**src/rtl/ram_copy_engine.sv**
```systemverilog
// Block copy / constant fill engine that drives a single-port-write Ram whose
// read data appears one cycle after the read strobe.
module ram_copy_engine #(
  parameter int WIDTH      = 32,
  parameter int ADDR_WIDTH = 10,
  parameter int LEN_WIDTH  = 11
) (
  input  logic                  clk,
  input  logic                  res,
  input  logic                  start,
  input  logic                  fill,
  input  logic [ADDR_WIDTH-1:0] srcAddr,
  input  logic [ADDR_WIDTH-1:0] dstAddr,
  input  logic [LEN_WIDTH-1:0]  len,
  input  logic [WIDTH-1:0]      fillValue,
  input  logic                  abort,
  output logic                  ramRe,
  output logic                  ramWe,
  output logic [ADDR_WIDTH-1:0] ramReadAddr,
  output logic [ADDR_WIDTH-1:0] ramWriteAddr,
  output logic [WIDTH-1:0]      ramDataIn,
  input  logic [WIDTH-1:0]      ramDataOut,
  output logic                  busy,
  output logic                  done,
  output logic                  aborted,
  output logic [LEN_WIDTH-1:0]  wordsDone
);

  typedef enum logic [2:0] {
    IDLE,
    READ,
    WRITE,
    FILL,
    DONE
  } state_t;

  state_t                state_q, state_d;
  logic [ADDR_WIDTH-1:0] src_q, src_d;
  logic [ADDR_WIDTH-1:0] dst_q, dst_d;
  logic [LEN_WIDTH-1:0]  len_q, len_d;
  logic [WIDTH-1:0]      fill_value_q, fill_value_d;
  logic [LEN_WIDTH-1:0]  words_q, words_d;
  logic                  aborted_q, aborted_d;
  // Last driven address/data, so the Ram pins hold steady between accesses.
  logic [ADDR_WIDTH-1:0] rd_addr_q, rd_addr_d;
  logic [ADDR_WIDTH-1:0] wr_addr_q, wr_addr_d;
  logic [WIDTH-1:0]      wr_data_q, wr_data_d;
  logic                  last_word;

  assign last_word = (words_q + LEN_WIDTH'(1)) == len_q;

  always_comb begin
    // NOTE: every signal written here gets a default first so no latch is inferred.
    state_d      = state_q;
    src_d        = src_q;
    dst_d        = dst_q;
    len_d        = len_q;
    fill_value_d = fill_value_q;
    words_d      = words_q;
    aborted_d    = aborted_q;
    rd_addr_d    = rd_addr_q;
    wr_addr_d    = wr_addr_q;
    wr_data_d    = wr_data_q;
    ramRe        = 1'b0;
    ramWe        = 1'b0;
    ramReadAddr  = rd_addr_q;
    ramWriteAddr = wr_addr_q;
    ramDataIn    = wr_data_q;

    unique case (state_q)
      IDLE: begin
        if (start) begin
          src_d        = srcAddr;
          dst_d        = dstAddr;
          len_d        = len;
          fill_value_d = fillValue;
          words_d      = '0;
          aborted_d    = 1'b0;
          if (len == '0)  state_d = DONE;
          else if (fill)  state_d = FILL;
          else            state_d = READ;
        end
      end
      READ: begin
        ramRe       = 1'b1;
        ramReadAddr = src_q;
        rd_addr_d   = src_q;
        if (abort) begin
          aborted_d = 1'b1;
          state_d   = DONE;
        end else begin
          state_d   = WRITE;
        end
      end
      WRITE: begin
        // A word whose read was issued is always written, abort or not.
        ramWe        = 1'b1;
        ramWriteAddr = dst_q;
        ramDataIn    = ramDataOut;
        wr_addr_d    = dst_q;
        wr_data_d    = ramDataOut;
        src_d        = src_q + ADDR_WIDTH'(1);
        dst_d        = dst_q + ADDR_WIDTH'(1);
        words_d      = words_q + LEN_WIDTH'(1);
        if (last_word || abort) begin
          aborted_d = abort;
          state_d   = DONE;
        end else begin
          state_d   = READ;
        end
      end
      FILL: begin
        ramWe        = 1'b1;
        ramWriteAddr = dst_q;
        ramDataIn    = fill_value_q;
        wr_addr_d    = dst_q;
        wr_data_d    = fill_value_q;
        dst_d        = dst_q + ADDR_WIDTH'(1);
        words_d      = words_q + LEN_WIDTH'(1);
        if (last_word || abort) begin
          aborted_d = abort;
          state_d   = DONE;
        end
      end
      DONE:    state_d = IDLE;
      default: state_d = IDLE;
    endcase
  end

  // NOTE: sequential state uses non-blocking assignments so every register
  // samples its pre-edge value, independent of statement order.
  always_ff @(posedge clk or negedge res) begin
    if (!res) begin
      state_q      <= IDLE;
      src_q        <= '0;
      dst_q        <= '0;
      len_q        <= '0;
      fill_value_q <= '0;
      words_q      <= '0;
      aborted_q    <= 1'b0;
      rd_addr_q    <= '0;
      wr_addr_q    <= '0;
      wr_data_q    <= '0;
    end else begin
      state_q      <= state_d;
      src_q        <= src_d;
      dst_q        <= dst_d;
      len_q        <= len_d;
      fill_value_q <= fill_value_d;
      words_q      <= words_d;
      aborted_q    <= aborted_d;
      rd_addr_q    <= rd_addr_d;
      wr_addr_q    <= wr_addr_d;
      wr_data_q    <= wr_data_d;
    end
  end

  assign busy      = (state_q != IDLE);
  assign done      = (state_q == DONE);
  assign aborted   = aborted_q;
  assign wordsDone = words_q;

endmodule

```
**config.mk**
```make
export PLATFORM = sky130hd
export DESIGN_NAME = ram_copy_engine
export DESIGN_NICKNAME = d
export VERILOG_FILES = /design/src/rtl/ram_copy_engine.sv
export SDC_FILE = /design/constraint.sdc
export NUM_CORES = 1
export LEC_CHECK = 0
export ABC_AREA = 1
export CORE_ASPECT_RATIO = 1.25
export CORE_MARGIN = 1.5
export CORE_UTILIZATION = 45
export CTS_CLUSTER_SIZE = 28
export DETAILED_ROUTE_END_ITERATION = 10
export DONT_BUFFER_PORTS = 1
export GPL_ROUTABILITY_DRIVEN = 1
export GPL_TIMING_DRIVEN = 0
export PLACE_DENSITY = 0.66
export SLEW_MARGIN = 20
export SYNTH_ARGS = -nofsm -noshare
export SYNTH_HDL_FRONTEND = slang
export SYNTH_SLANG_ARGS = --single-unit
```
**constraint.sdc**
```tcl
create_clock -name clk -period 2.14 [get_ports clk]
set_input_delay 0.107 -clock clk [delete_from_list [all_inputs] [get_ports clk]]
set_output_delay 0.107 -clock clk [all_outputs]
set_load 0.02 [all_outputs]
```
==> Flow_metrics.wiki, run 1 <==
{| class="wikitable"
! Metric !! Value
|-
| Setup CP Type || flip-flop to output pin
|-
| Parity-gate share of the synthesized area counting xor and xnor cells || 0.294%
|-
| Wire length of the first global-routing pass || 28600 um
|-
| Total power divided by cell area || 1580 nW/um^2
|-
| Max-slew violation count || 0
|-
| Remaining Overflow, GRT || 0
|-
| Maximum frequency from static timing analysis || 486 MHz
|-
| Period utilization || 96.1%
|-
| Cell count after synthesis || 738
|-
| Multi-input logic area || 2690 sq um
|-
| Synthesized-area fraction occupied by ao, oa, aoi and oai cells || 9.09%
|-
| CTS tree || built
|-
| Final GP Congestion || 0.883
|-
| Final Net Count || 959
|-
| Clock root buffer || clkbuf_16
|-
| # rows || 46
|-
| Actual transition at the worst max-transition pin || 0.630 ns
|-
| Minimum clock period after layout || 2.06 ns
|-
| Distinct cell type count after synthesis || 35
|-
| Core utilization of the finished layout || 64.1%
|-
| CP Data Required Time || 2.03 ns
|-
| Post-DR wirelength/cell || 17.0 um
|-
| Number of H-tree branching levels || 4
|-
| Post-layout total power || 0.0130 W
|-
| Number of port buffers || 0
|-
| Leak pwr || 3.93 nW
|-
| Final Worst Setup Slack || 0.0827 ns
|-
| Maximum clock path buffer count || 2
|-
| Mean area per synthesized cell || 8.06 sq um
|-
| Netlist Area Pre-Place || 5950 sq um
|-
| Placement-stage cell area || 6160 sq um
|-
| Worst clock skew on the final layout || 0.0100 ns
|-
| Vias in the first global route || 5797
|-
| Maximum number of pins on one net before global-route repair || 131
|-
| Vias per std cell || 5.34
|-
| Worst voltage drop across the vdd grid || 827 uV
|-
| Register area share after synthesis || 54.7%
|-
| Maximum capacitance violations || 0
|-
| Tightest Hold Check Type || input port to async pin
|-
| Vertical die dimension || 132 um
|-
| Antenna violations before repair || 0
|-
| Area growth from synthesis to layout || 37.7%
|-
| Number of filler cells placed in the layout || 1042
|-
| Critical register-to-register path startpoint || state_q[0]$_DFFE_PN0P_
|-
| CP endpoint kind || output pin
|-
| Clock buffer count from CTS || 17
|-
| Final hold violation count || 130
|-
| Violated checks || hold timing
|-
| Clock net sink count || 130
|-
| Boundary pin count || 168
|-
| Async set-reset flop share out of synthesis || 100%
|-
| Sequential cell area in the final layout || 3260 sq um
|-
| Detailed Place HPWL || 11500 um
|-
| Total detailed-routing wirelength || 17700 um
|-
| Predominant post-synthesis flop cell || dfrtp_1
|-
| End of the worst register-to-register path || dst_q[5]$_DFFE_PN0P_
|-
| Setup crit start kind || flip-flop
|-
| Hold slack final || -0.618 ns
|-
| Number of iterations in the first detailed-routing pass || 6
|-
| Data arrival time of the worst path || 1.95 ns
|-
| Pre-CTS setup slack || -0.188 ns
|-
| Clock slew at the register clock pins of the worst setup and hold paths || 0.06 ns
|-
| Core outline area || 12800 sq um
|-
| Count of routing violations after the opening detailed-route iteration || 278
|-
| Worst-case register-to-register setup slack || 0.14 ns
|-
| Overall routing resource usage || 26.3%
|-
| Setup repair after global routing missed its margin || yes
|-
| Initial Utilization || 46.6%
|-
| Ratio of cells with drive above 1 in the final layout || 15.0%
|-
| Max FO, Critical Path || 10
|-
| Die Span X || 106 um
|-
| Routed vias || 5529
|-
| Final std cell area, no fill || 8190 sq um
|-
| Clock insertion delay at the later pin of the skew report || 0.42 ns
|-
| Remaining max-slew budget at the tightest pin || 57.7%
|-
| Post-synthesis mux area share || 0.189%
|-
| Residual DRC || 0
|-
| Number of cells on the worst reg-to-reg path || 9
|-
| Antenna violation net count after detailed routing || 0
|-
| # diodes || 0
|-
| Combinational family with the most area after synthesis || simple AND/OR/NAND/NOR gates
|-
| Count of final setup violators || 0
|-
| Synthesized-area fraction occupied by and/or/nand/nor cells || 29.2%
|-
| EDFF count, synth || 0
|-
| Synthesis warning total || 0
|-
| Syn_nets || 841
|-
| Adder and majority gate portion of the synthesized area || 0.631%
|-
| Post-Route Setup TNS || 0 ns
|-
| Seq cells post-synth || 130
|-
| Die Footprint || 13900 sq um
|-
| Result of the run || finished, violations left
|}
[synthesized netlist by cell type (4+ instances only)]
cell type | count | area, sq um
o21ai_0 | 45 | 225
clkbuf_1 | 19 | 71.3
dfrtp_1 | 130 | 3250
buf_1 | 6 | 22.5
nand2_2 | 4 | 25.0
o22ai_1 | 14 | 87.6
nand4_1 | 6 | 37.5
nand3_1 | 56 | 280
nand2_1 | 292 | 1100
a22oi_1 | 6 | 45.0
nor2_1 | 38 | 143
a21oi_1 | 13 | 65.1
buf_2 | 4 | 20.0
nor3_1 | 6 | 30.0
inv_1 | 60 | 225
nor2_2 | 4 | 25.0
[where the power goes]
part / switching, W / total (W) / internal, W
combinational: 0.00403 / 0.00573 / 0.00170
clock: 0.00104 / 0.00299 / 0.00194
sequential: 0.000646 / 0.00424 / 0.00359
total: 0.00571 / 0.0130 / 0.00724
[timing repair]
action                                  in CTS  in global routing
hold buffers                                95                  2
gates resized for setup                    105                 34
endpoints found under the hold margin      226                132
endpoints found under the setup margin      87                 54
pin swaps                                    0                  7
buffers inserted                             0                  2
[worst max-delay path: stages, from the launching register on]
cell      delay (ns)
dfrtp_1         0.44
nor2_4          0.18
inv_1           0.11
buf_6           0.16
clkbuf_2        0.28
o21ai_2         0.37
[flip-flops by register name (all words and copies together) (netlist names)]
name          cells
rd_addr_q        10
wr_addr_q        10
wr_data_q        32
src_q            10
wordsDone        11
state_q           3
aborted           1
len_q            11
dst_q            10
fill_value_q     32
[cells in the final DEF (no fill, tap or decap), types with 5 or more instances in the layout]
cell / count
o21ai_4: 12
nor2_1: 35
o21ai_2: 5
clkbuf_1: 5
nand2_1: 286
buf_4: 7
nand3_1: 30
nand2_2: 10
clkbuf_16: 17
o21ai_0: 28
a21oi_1: 13
o22ai_1: 14
dfrtp_1: 127
nand4_1: 6
inv_1: 59
dlygate4sd3_1: 97
nand3_2: 29
nor2_4: 6
clkbuf_8: 5
nor3_1: 6
[logic make-up after synthesis]
| group | after synthesis |
|---|---|
| AOI/OAI and AO/OA | 93 |
| xor gates and xnor gates | 2 |
| adders and majority gates | 3 |
| buffers and inverters | 93 |
| DFF | 130 |
| muxes | 1 |
| and+or+nand+nor | 416 |
[metal layers]
| layer | global-route usage [%] | up-vias | wire length (um) |
|---|---|---|---|
| met5 | 0 | - | 0 |
| met4 | 9.46 | 0 | 352 |
| li1 | - | 2619 | - |
| met2 | 45.8 | 215 | 9130 |
| met3 | 7.94 | 32 | 1210 |
| met1 | 30.4 | 2663 | 6960 |
[metrics by stage]
stage	std cells	hold slack, ns
final	1036	-0.618
after global routing	1036	-0.631
after CTS	1032	-0.626
after detailed placement	906	-0.184
after global placement	906	-0.184
after floorplan	738	-0.189
[final cells by class]
| cell class | instances | area share [%] |
|---|---|---|
| multi-input cells | 515 | 32.9 |
| well taps | 168 | 2.57 |
| plain buffers | 29 | 2.34 |
| inverters | 64 | 2.93 |
| repair buffers | 99 | 12.0 |
| clock inverters | 9 | 1.57 |
| flip-flops and latches | 130 | 39.8 |
| clock buffers | 22 | 5.91 |
[worst max path at each step]
stage / from / endpoint / slack, ns / depth (start not counted)
floorplan: state_q[2]$_DFFE_PN0P_ / rd_addr_q[8]$_DFF_PN0_ / 0.23 / 6
global placement: state_q[1]$_DFFE_PN0P_ / wr_addr_q[1]$_DFF_PN0_ / -0.14 / 8
detailed placement: state_q[1]$_DFFE_PN0P_ / wr_addr_q[1]$_DFF_PN0_ / -0.19 / 8
CTS: state_q[1]$_DFFE_PN0P_ / ramDataIn[7] / -0.02 / 8
global route: state_q[1]$_DFFE_PN0P_ / ramWriteAddr[4] / -0.01 / 6
finish: state_q[2]$_DFFE_PN0P_ / ramWriteAddr[5] / 0.08 / 5
Power figures use the tool's default switching activity.
==> run 2, diff against run 1 <==
--- a/config.mk
+++ b/config.mk
@@ -5,7 +5,7 @@
 export SDC_FILE = /design/constraint.sdc
 export NUM_CORES = 1
 export LEC_CHECK = 0
-export ABC_AREA = 1
+export ABC_AREA = 0
 export CORE_ASPECT_RATIO = 1.25
 export CORE_MARGIN = 1.5
 export CORE_UTILIZATION = 45
@@ -13,8 +13,9 @@
 export DETAILED_ROUTE_END_ITERATION = 10
 export DONT_BUFFER_PORTS = 1
 export GPL_ROUTABILITY_DRIVEN = 1
-export GPL_TIMING_DRIVEN = 0
+export GPL_TIMING_DRIVEN = 1
 export PLACE_DENSITY = 0.66
+export REMOVE_ABC_BUFFERS = 1
 export SLEW_MARGIN = 20
 export SYNTH_ARGS = -nofsm -noshare
 export SYNTH_HDL_FRONTEND = slang
==> run 2 against run 1 <==
  * The run ends with hold timing, setup timing left
  * First-iteration DRC count decreased by 0.72%
  * Sequential share of layout area increased by 1.6 points
  * Cell area decreased by 4.0%
  * Die area increased by 0.78%
  * Total power decreased by 2.6%
  * Register-to-register slack got worse by 0.25 ns
  * Routed wire length decreased by 8.9%
  * Synthesized area increased by 0.80%
  * Via count decreased by 8.2%
  * Hold slack improved by 0.0092 ns
  * Core utilization decreased by 2.8 points
==> Flow_metrics.wiki, run 2 <==
{| class="wikitable"
! Metric !! Value
|-
| Clock slew at the register clock pins of the worst setup and hold paths || 0.05 ns (about the same)
|-
| Violated checks || hold timing, setup timing
|-
| Power share of the sequential group || 34.3% (+1.6 points)
|-
| Post-layout total power || 0.0126 W (-2.6%)
|-
| Most repeated library cell on the critical path || buf_4
|-
| Post-synth top cells || 219 x nand2_1, 130 x dfrtp_1, 58 x o21ai_0, 32 x mux2i_1, 27 x clkbuf_1
|-
| Final GP Congestion || 0.834 (-5.6%)
|-
| Overall routing resource usage || 23.6% (-2.8 points)
|-
| Wire length of the first global-routing pass || 26000 um (-9.0%)
|-
| Distinct cell type count after synthesis || 50 (+43%)
|-
| Die Span X || 106 um (+0.39%)
|-
| Leak pwr || 3.65 nW (-7.3%)
|-
| Largest delay share family, worst path || simple AND/OR/NAND/NOR gates
|-
| Maximum clock path buffer count || 2 (unchanged)
|-
| Vias in the first global route || 5263 (-9.2%)
|-
| Largest cells by area after synthesis || dfrtp_1 54%, nand2_1 14%, mux2i_1 5.3%, o21ai_0 4.8%, mux2_2 1.9%
|-
| Most area-hungry cell type in the Yosys netlist || dfrtp_1
|-
| Max-slew violation count || 0 (unchanged)
|-
| Switching share of power || 42.0% (-2.1 points)
|-
| Predominant post-synthesis flop cell || dfrtp_1
|-
| Data arrival time of the worst path || 2.53 ns (+0.58 ns)
|-
| Most repeated cell in the gate-level netlist after synthesis || nand2_1
|-
| Count of routing violations after the opening detailed-route iteration || 276 (-0.72%)
|-
| Vias per std cell || 5.46 (+2.3%)
|-
| Minimum clock period after layout || 2.25 ns (+0.193 ns)
|-
| Leading cell type in the layout, fill and taps excluded || nand2_1
|-
| Setup crit start kind || flip-flop
|-
| Clock root buffer || clkbuf_16
|-
| Initial Utilization || 46.7% (+0.16 points)
|-
| Register area share after synthesis || 54.3% (-0.43 points)
|-
| Antenna violation net count after detailed routing || 0 (unchanged)
|-
| List of cells traversed by the critical path || ha_4 > nand4_1 > buf_4 > nor2_4 > nand3_2 > or3_4 > a2111oi_4 > buf_4 > o32ai_2
|-
| Total detailed-routing wirelength || 16100 um (-8.9%)
|-
| Clock buffer count from CTS || 17 (unchanged)
|-
| Commonest non-fill, non-tap cells in the layout || 219 x nand2_1, 128 x dfrtp_1, 72 x dlygate4sd3_1, 46 x buf_4, 37 x o21ai_0
|-
| Number of iterations in the first detailed-routing pass || 5 (-1)
|-
| Final Net Count || 852 (-11%)
|-
| Result of the run || finished, violations left
|-
| Remaining max-slew budget at the tightest pin || 43.5% (-14 points)
|-
| Hold slack final || -0.609 ns (+0.00925 ns)
|-
| Netlist Area Pre-Place || 6000 sq um (+0.80%)
|-
| CTS Hold Bufs || 72 (-24%)
|-
| # rows || 46 (unchanged)
|-
| Vertical die dimension || 132 um (+0.39%)
|-
| Period utilization || 105% (+9.0 points)
|-
| CTS tree || built
|-
| Cell with the biggest individual delay on the critical path || or3_4
|-
| CP Data Required Time || 2.42 ns (+0.39 ns)
|-
| Area growth from synthesis to layout || 31.1%
|-
| CP endpoint kind || flip-flop
|-
| Worst voltage drop across the vdd grid || 841 uV (+1.7%)
|-
| Antenna violations before repair || 0 (unchanged)
|-
| Max FO, Critical Path || 6 (-4)
|-
| Mean area per synthesized cell || 9.35 sq um (+16%)
|-
| Final hold violation count || 130 (unchanged)
|-
| Share of the synthesized area in the top cell type || 54.3% (-0.43 points)
|-
| Worst path max stage delay || 0.41 ns (-0.03 ns)
|-
| Total power divided by cell area || 1610 nW/um^2 (+1.5%)
|-
| Die Footprint || 14000 sq um (+0.78%)
|-
| Ratio of cells with drive above 1 in the final layout || 14.3% (-0.67 points)
|-
| Seq cells post-synth || 130 (unchanged)
|-
| Setup repair after global routing missed its margin || yes
|-
| Boundary pin count || 168 (unchanged)
|-
| Worst Path Buf+Inv || 2 (-1)
|-
| Routed vias || 5075 (-8.2%)
|-
| Detailed Place HPWL || 10400 um (-9.5%)
|-
| Clock net sink count || 130 (unchanged)
|-
| Setup CP Type || flip-flop to flip-flop
|-
| Number of H-tree branching levels || 4 (unchanged)
|-
| Cell internal power dissipation || 0.00732 W (+1.2%)
|-
| Clk network pwr share || 20.8% (-2.3 points)
|-
| Psw || 0.00530 W (-7.3%)
|-
| Registers with the most flip-flops || fill_value_q x32, wr_data_q x32
|-
| Tightest Hold Check Type || input port to async pin
|-
| Critical register-to-register path startpoint || wordsDone[0]$_DFFE_PN0P_
|-
| Count of final setup violators || 4 (+4)
|-
| # diodes || 0 (unchanged)
|-
| EDFF count, synth || 0 (unchanged)
|-
| Maximum capacitance violations || 0 (unchanged)
|-
| Number of port buffers || 0 (unchanged)
|-
| Remaining Overflow, GRT || 0 (unchanged)
|-
| Worst-case register-to-register setup slack || -0.11 ns (-0.25 ns)
|-
| Maximum number of pins on one net before global-route repair || 131 (unchanged)
|-
| Worst clock skew on the final layout || 0.00543 ns (-0.00457 ns)
|-
| Core outline area || 12800 sq um (+0.45%)
|-
| Residual DRC || 0 (unchanged)
|-
| End of the worst register-to-register path || state_q[0]$_DFFE_PN0P_
|-
| Cell count after synthesis || 641 (-13%)
|-
| Combinational cell fraction of total power || 45.0% (+0.8 points)
|-
| Actual transition at the worst max-transition pin || 0.839 ns (+0.209 ns)
|-
| Async set-reset flop share out of synthesis || 100% (unchanged)
|-
| Synthesis warning total || 0 (unchanged)
|-
| Post-DR wirelength/cell || 17.3 um (+1.5%)
|-
| Final Worst Setup Slack || -0.110 ns (-0.193 ns)
|-
| Number of cells on the worst reg-to-reg path || 9 (unchanged)
|-
| Clock insertion delay at the later pin of the skew report || 0.41 ns (about the same)
|-
| Maximum frequency from static timing analysis || 444 MHz (-8.6%)
|}
[run 2: changes by cell type in the layout (fill, tap and decap cells not counted), sizes merged, moves of 21 or more]
cell	before	now
nand2	296	219
inv	63	5
mux2i	0	32
buf	18	52
nand3	59	15
dlygate4sd3	97	72
nor2	45	24
[run 2: layout make-up]
type / instances / area (sq um)
fillers: 1069 / 4970
flip-flops and latches: 130 / 3260
multi-input cells: 470 / 2650
repair buffers: 125 / 1190
clock buffers: 26 / 479
well taps: 168 / 210
clock inverters: 6 / 55.1
inverters: 5 / 18.8
[run 2: cells by family after synthesis]
kind of cell | Yosys count | share of synthesized area, %
and+or+nand+nor | 300 | 21.1
AOI/OAI and AO/OA | 109 | 11.5
buffers and inverters | 42 | 2.80
adders and majority gates | 3 | 0.626
xor gates and xnor gates | 15 | 2.55
muxes | 42 | 7.22
DFF | 130 | 54.3
[run 2: per-stage QoR]
stage               setup WS, ns  std cells  util, %  area, sq um  TNS (ns)
CTS                      -0.0911        927     60.8         7800    -0.345
floorplan                  -3.05        604        -         5850   -266.85
global route              -0.209        930     61.2         7860     -1.32
global placement          -0.171        818     50.3         6460    -0.570
detailed placement        -0.220        818     50.3         6460    -0.783
finish                    -0.110        930     61.2         7860    -0.413
[run 2: repair_timing]
item	in CTS	in global routing
hold endpoints to repair	202	130
setup buffers	4	2
pin swaps	3	8
gates resized for setup	24	9
setup endpoints to repair	38	24
gates cloned	1	1
[run 2: worst max path at each step]
| stage | startpoint | end | slack, ns | cells past startpoint |
|---|---|---|---|---|
| after floorplan | state_q[0]$_DFFE_PN0P_ | wordsDone[10]$_DFFE_PN0P_ | -3.05 | 4 |
| after global placement | wordsDone[0]$_DFFE_PN0P_ | state_q[0]$_DFFE_PN0P_ | -0.17 | 7 |
| after detailed placement | wordsDone[0]$_DFFE_PN0P_ | state_q[0]$_DFFE_PN0P_ | -0.22 | 7 |
| after CTS | wordsDone[1]$_DFFE_PN0P_ | state_q[0]$_DFFE_PN0P_ | -0.09 | 6 |
| after global routing | wordsDone[0]$_DFFE_PN0P_ | state_q[0]$_DFFE_PN0P_ | -0.21 | 9 |
| final | wordsDone[0]$_DFFE_PN0P_ | state_q[0]$_DFFE_PN0P_ | -0.11 | 9 |
[run 2: power groups by stage]
stage               clock network [W]  registers (W)  logic [W]
finish                        0.00262        0.00433    0.00567
global route                  0.00279        0.00446    0.00619
CTS                           0.00268        0.00430    0.00563
detailed placement                  0        0.00434    0.00533
global placement                    0        0.00427    0.00516
floorplan                           0        0.00424    0.00379
[run 2: worst register-to-register path, cell delays in order, from the launching register on]
cell and delay [ns]:
dfrtp_1 0.39, ha_4 0.18, nand4_1 0.13, buf_4 0.18, nor2_4 0.09, nand3_2 0.09, or3_4 0.41, a2111oi_4 0.36
buf_4 0.21, o32ai_2 0.08
[run 2: routing by layer]
metal  vias to the layer above  GRT usage, %  wire length, um
met2                       188          39.6             8190
li1                       2406             -                -
met1                      2445          28.1             6500
met5                         -             0                0
met4                         0          11.6              462
met3                        36          5.59              940
==> run 3, diff against run 2 <==
--- a/config.mk
+++ b/config.mk
@@ -14,7 +14,7 @@
 export DONT_BUFFER_PORTS = 1
 export GPL_ROUTABILITY_DRIVEN = 1
 export GPL_TIMING_DRIVEN = 1
-export PLACE_DENSITY = 0.66
+export PLACE_DENSITY = 0.59
 export REMOVE_ABC_BUFFERS = 1
 export SLEW_MARGIN = 20
 export SYNTH_ARGS = -nofsm -noshare
==> constraint.sdc (replaced) <==
create_clock -name clk -period 2.14 [get_ports clk]
set_input_delay 0.321 -clock clk [delete_from_list [all_inputs] [get_ports clk]]
set_output_delay 0.321 -clock clk [all_outputs]
set_load 0.02 [all_outputs]
==> run 3 against run 2 <==
  * The run still ends with hold timing, setup timing left
  * Sequential share of layout area grew 3.7 points
  * Count of clock-buffer cells in the layout is the same
  * Maximum frequency is essentially flat
  * Core utilization shrank 5.1 points
  * Hold slack gained 0.22 ns
  * Cell area shrank 8.3%
  * Critical path type unchanged
==> Flow_metrics.wiki, run 3 (synthesized netlist as in run 2, its figures left out) <==
{| class="wikitable"
! Metric !! Value
|-
| Die Footprint || 14000 sq um (unchanged)
|-
| Clk network pwr share || 21.6% (+0.8 points)
|-
| CP Data Required Time || 2.43 ns (about the same)
|-
| Ratio of cells with drive above 1 in the final layout || 15.8% (+1.5 points)
|-
| Wire length of the first global-routing pass || 24600 um (-5.5%)
|-
| # diodes || 0 (unchanged)
|-
| Hold slack final || -0.391 ns (+0.218 ns)
|-
| Violated checks || hold timing, setup timing
|-
| Maximum number of pins on one net before global-route repair || 131 (unchanged)
|-
| Largest delay share family, worst path || simple AND/OR/NAND/NOR gates
|-
| Pre-CTS setup slack || -0.181 ns (+0.0384 ns)
|-
| Combinational cell fraction of total power || 44.5% (-0.5 points)
|-
| Number of port buffers || 0 (unchanged)
|-
| Vertical die dimension || 132 um (unchanged)
|-
| CTS tree || built
|-
| Cell with the biggest individual delay on the critical path || or4_4
|-
| List of cells traversed by the critical path || ha_4 > xor2_1 > or3_1 > or4_4 > a2111oi_4 > buf_4 > o41ai_2
|-
| Clock slew at the register clock pins of the worst setup and hold paths || 0.06 ns (about the same)
|-
| Top layer in use || met4
|-
| Period utilization || 105% (about the same)
|-
| Core outline area || 12800 sq um (unchanged)
|-
| Psw || 0.00531 W (+0.20%)
|-
| Vias in the first global route || 4813 (-8.6%)
|-
| Remaining max-slew budget at the tightest pin || 60.1% (+17 points)
|-
| Maximum clock path buffer count || 2 (unchanged)
|-
| Max FO, Critical Path || 3 (-3)
|-
| Routed met2 length || 7280 um (-11%)
|-
| Detailed Place HPWL || 10100 um (-2.6%)
|-
| Residual DRC || 0 (unchanged)
|-
| Leading cell type in the layout, fill and taps excluded || nand2_1
|-
| Count of routing violations after the opening detailed-route iteration || 321 (+16%)
|-
| Clock root buffer || clkbuf_16
|-
| # rows || 46 (unchanged)
|-
| Number of H-tree branching levels || 4 (unchanged)
|-
| Commonest non-fill, non-tap cells in the layout || 218 x nand2_1, 128 x dfrtp_1, 41 x buf_4, 32 x mux2i_1, 31 x o21ai_0
|-
| Switching share of power || 42.0% (about the same)
|-
| Count of final setup violators || 4 (unchanged)
|-
| Remaining Overflow, GRT || 0 (unchanged)
|-
| Maximum frequency from static timing analysis || 444 MHz (about the same)
|-
| Number of iterations in the first detailed-routing pass || 4 (-1)
|-
| CTS Hold Bufs || 2 (-97%)
|-
| Data arrival time of the worst path || 2.54 ns (about the same)
|-
| Worst path max stage delay || 0.50 ns (+0.09 ns)
|-
| Final hold violation count || 130 (unchanged)
|-
| Post-layout total power || 0.0127 W (+0.27%)
|-
| Final GP Congestion || 0.867 (+4.0%)
|-
| Worst Path Buf+Inv || 1 (-1)
|-
| Clock buffer count from CTS || 17 (unchanged)
|-
| Final Worst Setup Slack || -0.112 ns (-0.00216 ns)
|-
| Antenna violation net count after detailed routing || 0 (unchanged)
|-
| Clock insertion delay at the later pin of the skew report || 0.41 ns (about the same)
|-
| Overall routing resource usage || 22.5% (-1.1 points)
|-
| CP endpoint kind || flip-flop
|-
| Setup repair after global routing missed its margin || yes
|-
| Final Net Count || 779 (-8.6%)
|-
| Met1 WL || 6640 um (+2.2%)
|-
| Clock net sink count || 130 (unchanged)
|-
| Power share of the sequential group || 33.9% (-0.4 points)
|-
| Tightest Hold Check Type || input port to async pin
|-
| Boundary pin count || 168 (unchanged)
|-
| Routed vias || 4748 (-6.4%)
|-
| Maximum capacitance violations || 0 (unchanged)
|-
| Max-slew violation count || 0 (unchanged)
|-
| Actual transition at the worst max-transition pin || 0.596 ns (-0.243 ns)
|-
| Vias per std cell || 5.55 (+1.6%)
|-
| Setup crit start kind || flip-flop
|-
| Cell internal power dissipation || 0.00734 W (+0.32%)
|-
| Registers with the most flip-flops || fill_value_q x32, wr_data_q x32
|-
| Worst voltage drop across the vdd grid || 852 uV (+1.2%)
|-
| Placement-stage cell area || 6410 sq um (-0.70%)
|-
| Result of the run || finished, violations left
|-
| Leak pwr || 3.39 nW (-7.0%)
|-
| Minimum clock period after layout || 2.25 ns (+0.00216 ns)
|-
| Total power divided by cell area || 1750 nW/um^2 (+9.3%)
|-
| Initial Utilization || 46.7% (unchanged)
|-
| Post-DR wirelength/cell || 17.9 um (+3.2%)
|-
| Met3 WL post-DR || 1030 um (+9.4%)
|-
| Setup CP Type || flip-flop to flip-flop
|-
| Die Span X || 106 um (unchanged)
|-
| Area growth from synthesis to layout || 20.3%
|-
| Final std cell area, no fill || 7210 sq um (-8.3%)
|-
| Worst clock skew on the final layout || 0.00744 ns (+0.00201 ns)
|-
| Antenna violations before repair || 0 (unchanged)
|-
| Total detailed-routing wirelength || 15300 um (-5.0%)
|}
## run 3: worst reg2reg max path, cell delays in order, from the launching register on
cell       delay, ns
dfrtp_1         0.40
ha_4            0.25
xor2_1          0.14
or3_1           0.34
or4_4           0.50
a2111oi_4       0.24
buf_4           0.20
o41ai_2         0.06
## run 3: path summary, 6_finish.rpt
path | slack [ns] | to | start | cells after the start
worst max-delay path | -0.11 | aborted$_DFFE_PN0P_ | wordsDone[0]$_DFFE_PN0P_ | 7
worst min-delay path | -0.39 | wr_data_q[29]$_DFF_PN0_ | res | 0
worst max register to register | -0.11 | aborted$_DFFE_PN0P_ | wordsDone[0]$_DFFE_PN0P_ | 7
worst min register to register | 0.47 | fill_value_q[18]$_DFFE_PN0P_ | fill_value_q[18]$_DFFE_PN0P_ | 2
max in group asynchronous | 2.37 | state_q[1]$_DFFE_PN0P_ | res | 0
min in group clk | 0.01 | len_q[6]$_DFFE_PN0P_ | len[6] | 2
## run 3: metal layers
metal  up-vias  global-route usage, %
met5         -                      0
met1      2314                   27.7
li1       2255                      -
met3        24                   7.37
met2       155                   35.6
met4         0                   10.7
## run 3: cell type report
class	count	area, sq um
fillers	1131	5620
repair buffers	53	470
multi-input cells	469	2690
flip-flops and latches	130	3260
clock inverters	5	50.0
inverters	5	21.3
well taps	168	210
clock buffers	26	509
## run 3: repair_timing
item / CTS / global route
resized for setup: 43 / 18
buffers inserted: 4 / 6
setup endpoints to repair: 48 / 23
hold endpoints to repair: 134 / 130
cloned: 0 / 1
pin swaps: 5 / 6
## run 3: per-stage QoR
step                utilization [%]  setup TNS, ns  instances
global route                   56.2          -1.03        856
finish                         56.2         -0.367        856
floorplan                         -        -278.41        604
detailed placement             50.0         -0.595        812
CTS                            55.4         -0.327        849
global placement               50.0         -0.328        812
## run 3: power groups by stage
stage	clock network (W)	logic [W]	registers (W)
after global routing	0.00291	0.00615	0.00443
after detailed placement	0	0.00525	0.00429
final	0.00273	0.00563	0.00429
after floorplan	0	0.00379	0.00424
after CTS	0.00280	0.00549	0.00428
after global placement	0	0.00512	0.00424
